$ cat src/rtl/fu_wb_arbiter_if.sv
// Writeback bus between the functional units and the CDB arbiter.
// The master side drives FU completions; the slave side is the arbiter.
interface fu_wb_arbiter_if #(
   parameter int DW = 32,
   parameter int TW = 5
);
   logic [3:0]      finish_i;
   logic [4*DW-1:0] res_i;
   logic [4*TW-1:0] tag_i;
   logic [3:0]      full_o;
   logic            cdb_valid_o;
   logic [TW-1:0]   cdb_tag_o;
   logic [DW-1:0]   cdb_data_o;
   logic [1:0]      cdb_src_o;
   logic [3:0]      ovf_o;

   modport master (
      output finish_i, res_i, tag_i,
      input  full_o, cdb_valid_o, cdb_tag_o, cdb_data_o, cdb_src_o, ovf_o
   );

   modport slave (
      input  finish_i, res_i, tag_i,
      output full_o, cdb_valid_o, cdb_tag_o, cdb_data_o, cdb_src_o, ovf_o
   );
endinterface

$ cat src/rtl/fu_wb_arbiter.sv
// Four 2-entry result FIFOs (ALU, MEM, MUL, DIV) feeding a round-robin
// arbiter that broadcasts one {tag, data} per cycle on the registered CDB.
module fu_wb_arbiter #(
   parameter int DW = 32,
   parameter int TW = 5
) (
   input logic             clk,
   input logic             rst,
   fu_wb_arbiter_if.slave  bus
);
   localparam int EW = TW + DW;

   logic [3:0][EW-1:0] head;
   logic [3:0]         nonempty;
   logic [3:0]         pop;
   logic [1:0]         rr_ptr_reg;
   logic               grant_valid;
   logic [1:0]         grant_idx;
   logic [1:0]         probe_idx;

   // Walk the offsets downward so the lowest offset from rr_ptr wins.
   always_comb begin
      grant_valid = 1'b0;
      grant_idx   = rr_ptr_reg;
      probe_idx   = rr_ptr_reg;
      for (int k = 3; k >= 0; k--) begin
         probe_idx = rr_ptr_reg + 2'(k);
         if (nonempty[probe_idx]) begin
            grant_valid = 1'b1;
            grant_idx   = probe_idx;
         end
      end
   end

   generate
      for (genvar gi = 0; gi < 4; gi++) begin : g_port
         logic [EW-1:0] mem_reg [2];
         logic          rd_ptr_reg;
         logic          wr_ptr_reg;
         logic [1:0]    count_reg;
         logic          ovf_reg;
         logic          push;

         // A full FIFO still accepts when its head leaves at the same edge;
         // the new entry lands in the slot being vacated.
         assign pop[gi]        = grant_valid && (grant_idx == 2'(gi));
         assign push           = bus.finish_i[gi] && ((count_reg != 2'd2) || pop[gi]);
         assign nonempty[gi]   = (count_reg != 2'd0);
         assign head[gi]       = mem_reg[rd_ptr_reg];
         assign bus.full_o[gi] = (count_reg == 2'd2);
         assign bus.ovf_o[gi]  = ovf_reg;

         always_ff @(posedge clk) begin
            if (push && !rst) begin
               mem_reg[wr_ptr_reg] <= {bus.tag_i[gi*TW +: TW], bus.res_i[gi*DW +: DW]};
            end
         end

         always_ff @(posedge clk) begin
            if (rst) begin
               rd_ptr_reg <= 1'b0;
               wr_ptr_reg <= 1'b0;
               count_reg  <= 2'd0;
               ovf_reg    <= 1'b0;
            end else begin
               if (push) begin
                  wr_ptr_reg <= ~wr_ptr_reg;
               end
               if (pop[gi]) begin
                  rd_ptr_reg <= ~rd_ptr_reg;
               end
               count_reg <= count_reg + 2'(push) - 2'(pop[gi]);
               if (bus.finish_i[gi] && !push) begin
                  ovf_reg <= 1'b1;
               end
            end
         end
      end
   endgenerate

   // Idle cycles drop valid but keep the last broadcast on the bus.
   always_ff @(posedge clk) begin
      if (rst) begin
         rr_ptr_reg      <= 2'd0;
         bus.cdb_valid_o <= 1'b0;
         bus.cdb_tag_o   <= '0;
         bus.cdb_data_o  <= '0;
         bus.cdb_src_o   <= 2'd0;
      end else if (grant_valid) begin
         rr_ptr_reg      <= grant_idx + 2'd1;
         bus.cdb_valid_o <= 1'b1;
         bus.cdb_tag_o   <= head[grant_idx][EW-1:DW];
         bus.cdb_data_o  <= head[grant_idx][DW-1:0];
         bus.cdb_src_o   <= grant_idx;
      end else begin
         bus.cdb_valid_o <= 1'b0;
      end
   end
endmodule

$ cat src/flat_wrapper.sv
// flat-port wrapper written by rule: the top's interface ports become plain ports
module fu_wb_arbiter_flat 
#(
   parameter int DW = 32,
   parameter int TW = 5
)
  (clk, rst, bus_finish_i, bus_res_i, bus_tag_i, bus_full_o, bus_cdb_valid_o, bus_cdb_tag_o, bus_cdb_data_o, bus_cdb_src_o, bus_ovf_o);
  fu_wb_arbiter_if #(.DW(DW), .TW(TW)) bus_i ();
  input logic clk;
  input logic rst;
  input wire logic [$bits(bus_i.finish_i)-1:0] bus_finish_i;
  input wire logic [$bits(bus_i.res_i)-1:0] bus_res_i;
  input wire logic [$bits(bus_i.tag_i)-1:0] bus_tag_i;
  output wire logic [$bits(bus_i.full_o)-1:0] bus_full_o;
  output wire logic [$bits(bus_i.cdb_valid_o)-1:0] bus_cdb_valid_o;
  output wire logic [$bits(bus_i.cdb_tag_o)-1:0] bus_cdb_tag_o;
  output wire logic [$bits(bus_i.cdb_data_o)-1:0] bus_cdb_data_o;
  output wire logic [$bits(bus_i.cdb_src_o)-1:0] bus_cdb_src_o;
  output wire logic [$bits(bus_i.ovf_o)-1:0] bus_ovf_o;
  assign bus_i.finish_i = bus_finish_i;
  assign bus_i.res_i = bus_res_i;
  assign bus_i.tag_i = bus_tag_i;
  assign bus_full_o = bus_i.full_o;
  assign bus_cdb_valid_o = bus_i.cdb_valid_o;
  assign bus_cdb_tag_o = bus_i.cdb_tag_o;
  assign bus_cdb_data_o = bus_i.cdb_data_o;
  assign bus_cdb_src_o = bus_i.cdb_src_o;
  assign bus_ovf_o = bus_i.ovf_o;
  fu_wb_arbiter #(.DW(DW), .TW(TW)) u_core (.clk(clk), .rst(rst), .bus(bus_i));
endmodule
$ cat config.mk
export PLATFORM = sky130hd
export DESIGN_NAME = fu_wb_arbiter_flat
export DESIGN_NICKNAME = d
export VERILOG_FILES = /design/src/rtl/fu_wb_arbiter_if.sv /design/src/rtl/fu_wb_arbiter.sv /design/src/flat_wrapper.sv
export SDC_FILE = /design/constraint.sdc
export NUM_CORES = 1
export LEC_CHECK = 0
export CAP_MARGIN = 20
export CORE_MARGIN = 2
export CORE_UTILIZATION = 55
export CTS_CLUSTER_DIAMETER = 30
export DETAILED_ROUTE_END_ITERATION = 8
export GPL_ROUTABILITY_DRIVEN = 0
export PLACE_DENSITY = 0.8
export SKIP_LAST_GASP = 1
export SLEW_MARGIN = 30
export SYNTH_ARGS = -nofsm -noshare
export SYNTH_HDL_FRONTEND = slang
export SYNTH_SLANG_ARGS = --single-unit
$ cat constraint.sdc
create_clock -name clk -period 11.39 [get_ports clk]
set_input_delay 2.8475 -clock clk [delete_from_list [all_inputs] [get_ports clk]]
set_output_delay 2.8475 -clock clk [all_outputs]
set_load 0.05 [all_outputs]
# Word level (Yosys, flattened, before mapping)
# Memories as Yosys holds them, arrays and structs flattened. A register that Yosys moved wholly into a read port is not among the register bits.
# Cells that the tools add are included.
# classes
n_reduce_logical	30
magnitude_cmp	5
n_mux	35
bitwise_logic	8
addsub	12
n_eq_ne	11
# op_table
op	count
binary-select mux 37 bit (select 2 bit)	1
two-way mux 37 bit	1
two-way mux 1 bit	25
logical AND 1 bit	16
less-than comparator 2 x 3 -> 1 bit (second input constant)	5
== test 2 bit (second input constant)	6
adder 2 x 1 -> 2 bit	4
binary-select mux 1 bit (select 2 bit)	4
two-way mux 2 bit	4
inequality test 2 bit (second input constant)	4
NOT 1 bit	8
nonzero test 2 bit	4
subtractor 2 x 1 -> 2 bit	4
zero test 1 bit	5
adder 2 x 1 -> 2 bit (second input constant)	2
adder 2 bit (second input constant)	2
logical OR 1 bit	4
== test 2 x 1 -> 1 bit (second input constant)	1
zero test 2 bit	1
# word_totals
mem_count	4
mem_bits_rw	296
elab_cells	126
regBits	62
output_inout_bits	48
# memory_table
memory	depth	width	rd	rd_clocked_by_memory_dff	write_ports	line	rtl
u_core.g_port[0].mem_reg	2	37	1	1	1	fu_wb_arbiter.sv:37	logic [EW-1:0] mem_reg [2];
u_core.g_port[1].mem_reg	2	37	1	1	1	fu_wb_arbiter.sv:37	
u_core.g_port[2].mem_reg	2	37	1	1	1	fu_wb_arbiter.sv:37	
u_core.g_port[3].mem_reg	2	37	1	1	1	fu_wb_arbiter.sv:37	

# Longest topological paths before layout
# logic_depth
ltp_word	14
ltp_mapped	10
mapped_depth_nobuf	8

# Worst setup path after synthesis
# OpenSTA, ideal clock, no wires.
# synth_timing
path_type	input port to flip-flop
from	in bus_finish_i[2]
to	mem u_core.g_port[2].mem_reg[0][0] in the netlist's numbering, enable pin
path_slack_ns	5.037
required_time_ns	10.905
path_stages	3
arrival_time_ns	5.868
setup_time_ns	0.485
path_cell_list	o31a_1 -> a31o_2 -> nor3b_1
# synth_via
elab_chain_cells	4
# synth_lines
element	line	rtl
start: declaration	flat_wrapper.sv:11	input wire logic [$bits(bus_i.finish_i)-1:0] bus_finish_i;
logical AND 1 bit	fu_wb_arbiter.sv:47	assign push = bus.finish_i[gi] && ((count_reg != 2'd2) || pop[gi]);
logical AND 1 bit	fu_wb_arbiter.sv:54	if (push && !rst) begin
two-way mux 1 bit	fu_wb_arbiter.sv:54	
two-way mux 1 bit (implied by the code)	fu_wb_arbiter.sv:55	mem_reg[wr_ptr_reg] <= {bus.tag_i[gi*TW +: TW], bus.res_i[gi*DW +: DW]};
end: declaration	fu_wb_arbiter.sv:37	
# Every way passes these cells.

# Worst setup path in the final report
# layout_timing
from	reg u_core.g_port[1].count_reg[1]
to	out bus_full_o[1]
# layout_via
elab_chain_cells	1
# layout_lines
element	line	rtl
start: declaration	fu_wb_arbiter.sv:40	logic [1:0] count_reg;
start signal: assignment	fu_wb_arbiter.sv:72	count_reg <= count_reg + 2'(push) - 2'(pop[gi]);
== test 2 bit	fu_wb_arbiter.sv:50	assign bus.full_o[gi] = (count_reg == 2'd2);
end: declaration	flat_wrapper.sv:14	output wire logic [$bits(bus_i.full_o)-1:0] bus_full_o;
# Every way passes these cells.

==> impl_metrics.toml <==
[cts]
cts_tree = "yes"
cts_buffers = 60
clk_path_buf_depth = 3
clk_pin_slew_ns = 0.05
cts_setup_buffers = 0
root_buffer = "clkbuf_16"
cts_htree_levels = 2
clk_latency_ns = 0.58
clock-sinks = 362
postCtsHoldBufs = 0
cts_resized = 0

[timing]
post-route-period-util_pct = 43.1
rsz0062_at_grt = "no"
worst_pin_slew_ns = 0.976
min_period_ns = 4.91
clock_skew_ns = 0.0157
setup_viol = 0
clock.fmax_mhz = 204
report.final.slew_viol_count = 0
relSlewSlack_pct = 34.9
fin_tns_setup_ns = 0
finalHoldViolCount = 0

[setup_path]
cp-end-kind = "primary output"
cp_slowest_cell = "clkdlybuf4s50_1"
crit_end = "bus_full_o[1]"
path_class = "register to primary output"
worstPathCellList = "nand2_1 -> inv_1 -> clkdlybuf4s50_1"
r2r_end = "u_core.bus.cdb_data_o[14]$_SDFFE_PP0P_"
critical-path-max-stage-delay_ns = 0.80
crit_start = "u_core.g_port[1].count_reg[1]$_SDFF_PP0_"
required_ns = 8.54
cp.arrival_ns = 2.06
r2r_slack_ns = 7.90
ff2ff_path_depth = 8
critPathMaxFanout = 5
critPathLaunchType = "register"
r2r_start = "u_core.g_port[2].count_reg[0]$_SDFF_PP0_"

[floorplan]
die_area_um2 = 27200
die_w_um = 165
num_rows = 58
pin_count = 202
start_util_pct = 56.2
die_y_um = 165
coreArea_um2 = 25300

[placement]
place_hpwl_um = 20700
place.port_buffers = 201

[logic_synthesis]
netlist_area_um2 = 14200
seq_area_frac_synth_pct = 71.7
synth_cells = 898
synth_edf_count = 296
ys_ff_latch = 362
avgSynthCellArea_um2 = 15.9
synthArstFlopShare_pct = 0
synth_nets = 1056
yosysWarnings = 0
ys.flop_type = "edfxtp_1"
ys_types = 49

[cells_and_area]
final_cell_mix = "edfxtp_1, clkdlybuf4s50_1, nor2b_1"
nNetsFinal = 1265
largest_register_ffs = 296
final_common_cell = "edfxtp_1"
seq_area_um2 = 10200
areaGrowthSynthToFinish_pct = 30.8
multi_input_area_um2 = 3720
fillers = 1557
layout-drive-gt1-share_pct = 14.0

[power]
combPwrFrac_pct = 34.0
ir_drop_uv = 274
p_int_uw = 3460
switchingPower_uw = 1910
switching_share_pct = 35.5
clkPwrFrac_pct = 33.4
leakagePower_uw = 0.00642
seqPwrFrac_pct = 32.6
p_per_area_nw_per_um2 = 289
p_total_uw = 5370

[routing]
ant_nets = 0
vias_per_cell = 6.09
drc = 0
drt_iter0_drc = 1008
routed_wl_um = 35600
drt_pass1_iterations = 5
detail_route.wl_per_cell_um = 23.8
num_vias = 9103

[global_routing]
grt_pass1_wl_um = 53200
gr-total-overflow = 0
antenna_found_initial = 7
grt_max_degree = 78
gr-usage-all-layers_pct = 26.4
grt_pass1_vias = 9279

[min_path]
hp-class = "register to register"

[run_status]
outcome = "complete, no violations"

[job]
max_cap_viol_count = 0
## logic make-up (layout without fill, tap and decap cells)
kind of cell	after synthesis	count (layout)	synth area share (%)
other cells	0	6	0
flops	362	362	71.7
xor+xnor	18	18	1.11
mux	74	74	5.20
compound gates	221	221	13.2
fa+ha+maj	4	4	0.352
buf+inv	79	339	2.73
simple gates	140	140	5.65
## how the worst min path moves through the flow
stage,start,end,slack (ns),cells past startpoint
detailed placement,u_core.bus.cdb_data_o[13]$_SDFFE_PP0P_,u_core.bus.cdb_data_o[13]$_SDFFE_PP0P_,0.45,1
finish,u_core.bus.cdb_data_o[13]$_SDFFE_PP0P_,u_core.bus.cdb_data_o[13]$_SDFFE_PP0P_,0.46,1
CTS,u_core.bus.cdb_data_o[13]$_SDFFE_PP0P_,u_core.bus.cdb_data_o[13]$_SDFFE_PP0P_,0.47,1
floorplan,u_core.g_port[0].ovf_reg$_SDFFE_PP0P_,u_core.g_port[0].ovf_reg$_SDFFE_PP0P_,0.44,2
global placement,u_core.bus.cdb_data_o[4]$_SDFFE_PP0P_,u_core.bus.cdb_data_o[4]$_SDFFE_PP0P_,0.45,1
global route,u_core.bus.cdb_data_o[20]$_SDFFE_PP0P_,u_core.bus.cdb_data_o[20]$_SDFFE_PP0P_,0.49,1
## worst max-delay path, delay by kind of cell (launching register included)
family                 cells  cell delay [ns]
DFF                        1             0.44
and+or+nand+nor            1             0.16
buffers and inverters      2             0.89
## metrics by stage
| step | area [µm²] | std cells | hold slack [ns] | util (%) | worst slack, ns |
|---|---|---|---|---|---|
| 6_report | 18600 | 1494 | 0.463 | 73.5 | 6.48 |
| 5_1_grt | 18600 | 1491 | 0.490 | 73.5 | 6.37 |
| 4_1_cts | 18600 | 1487 | 0.465 | 73.3 | 6.47 |
| 3_5_place_dp | 16500 | 1374 | 0.452 | 65.2 | 6.16 |
| 3_3_place_gp | 16500 | 1373 | 0.451 | 65.1 | 6.20 |
| 2_1_floorplan | 14200 | 898 | 0.438 | - | 5.04 |
## metal layers
metal,up-vias,global-route usage [%],wire length (µm)
li1,4018,-,-
met1,4537,35.9,14400
met2,480,42.0,17100
met3,64,5.98,3380
met4,4,9.37,761
met5,-,0,25
## power groups by stage
stage | clock [µW] | combinational, µW | sequential, µW
6_report | 1790 | 1830 | 1750
3_5_place_dp | 0 | 1770 | 1770
2_1_floorplan | 0 | 1120 | 1930
4_1_cts | 1810 | 1800 | 1750
3_3_place_gp | 0 | 1720 | 1760
5_1_grt | 1870 | 1950 | 1770
## cell type report
cell class / instances / area share (%)
sequential: 362 / 54.9
tap: 330 / 2.22
inverter: 10 / 0.202
antenna: 6 / 0.0807
multi-input combinational: 457 / 20.0
timing repair buffer: 216 / 11.6
clock inverter: 38 / 2.49
clock buffer: 75 / 8.54
## Yosys cell counts, types with 2 or more instances
| cell | count | area (µm²) |
|---|---|---|
| buf_12 | 2 | 40.0 |
| nor3b_1 | 4 | 30.0 |
| buf_6 | 3 | 33.8 |
| a21oi_1 | 11 | 55.1 |
| buf_2 | 18 | 90.1 |
| edfxtp_1 | 296 | 8890 |
| buf_4 | 4 | 30.0 |
| nor3_1 | 3 | 15.0 |
| nand2_1 | 6 | 22.5 |
| clkbuf_1 | 42 | 158 |
| a211o_1 | 37 | 324 |
| o21ai_0 | 6 | 30.0 |
| o21ai_2 | 2 | 17.5 |
| a211oi_2 | 20 | 250 |
| nand3_1 | 2 | 10.0 |
| a211oi_1 | 58 | 435 |
| o21ai_1 | 2 | 10.0 |
| or3_1 | 4 | 25.0 |
| xnor2_1 | 10 | 87.6 |
| dfxtp_1 | 66 | 1320 |
| a221oi_1 | 74 | 648 |
| nor2_1 | 32 | 120 |
| nor2_2 | 3 | 18.8 |
| ha_1 | 4 | 50.1 |
| xor2_1 | 8 | 70.1 |
| inv_1 | 10 | 37.5 |
| nor2b_1 | 76 | 475 |
| mux2i_1 | 74 | 741 |
Power figures use the tool's default switching activity.
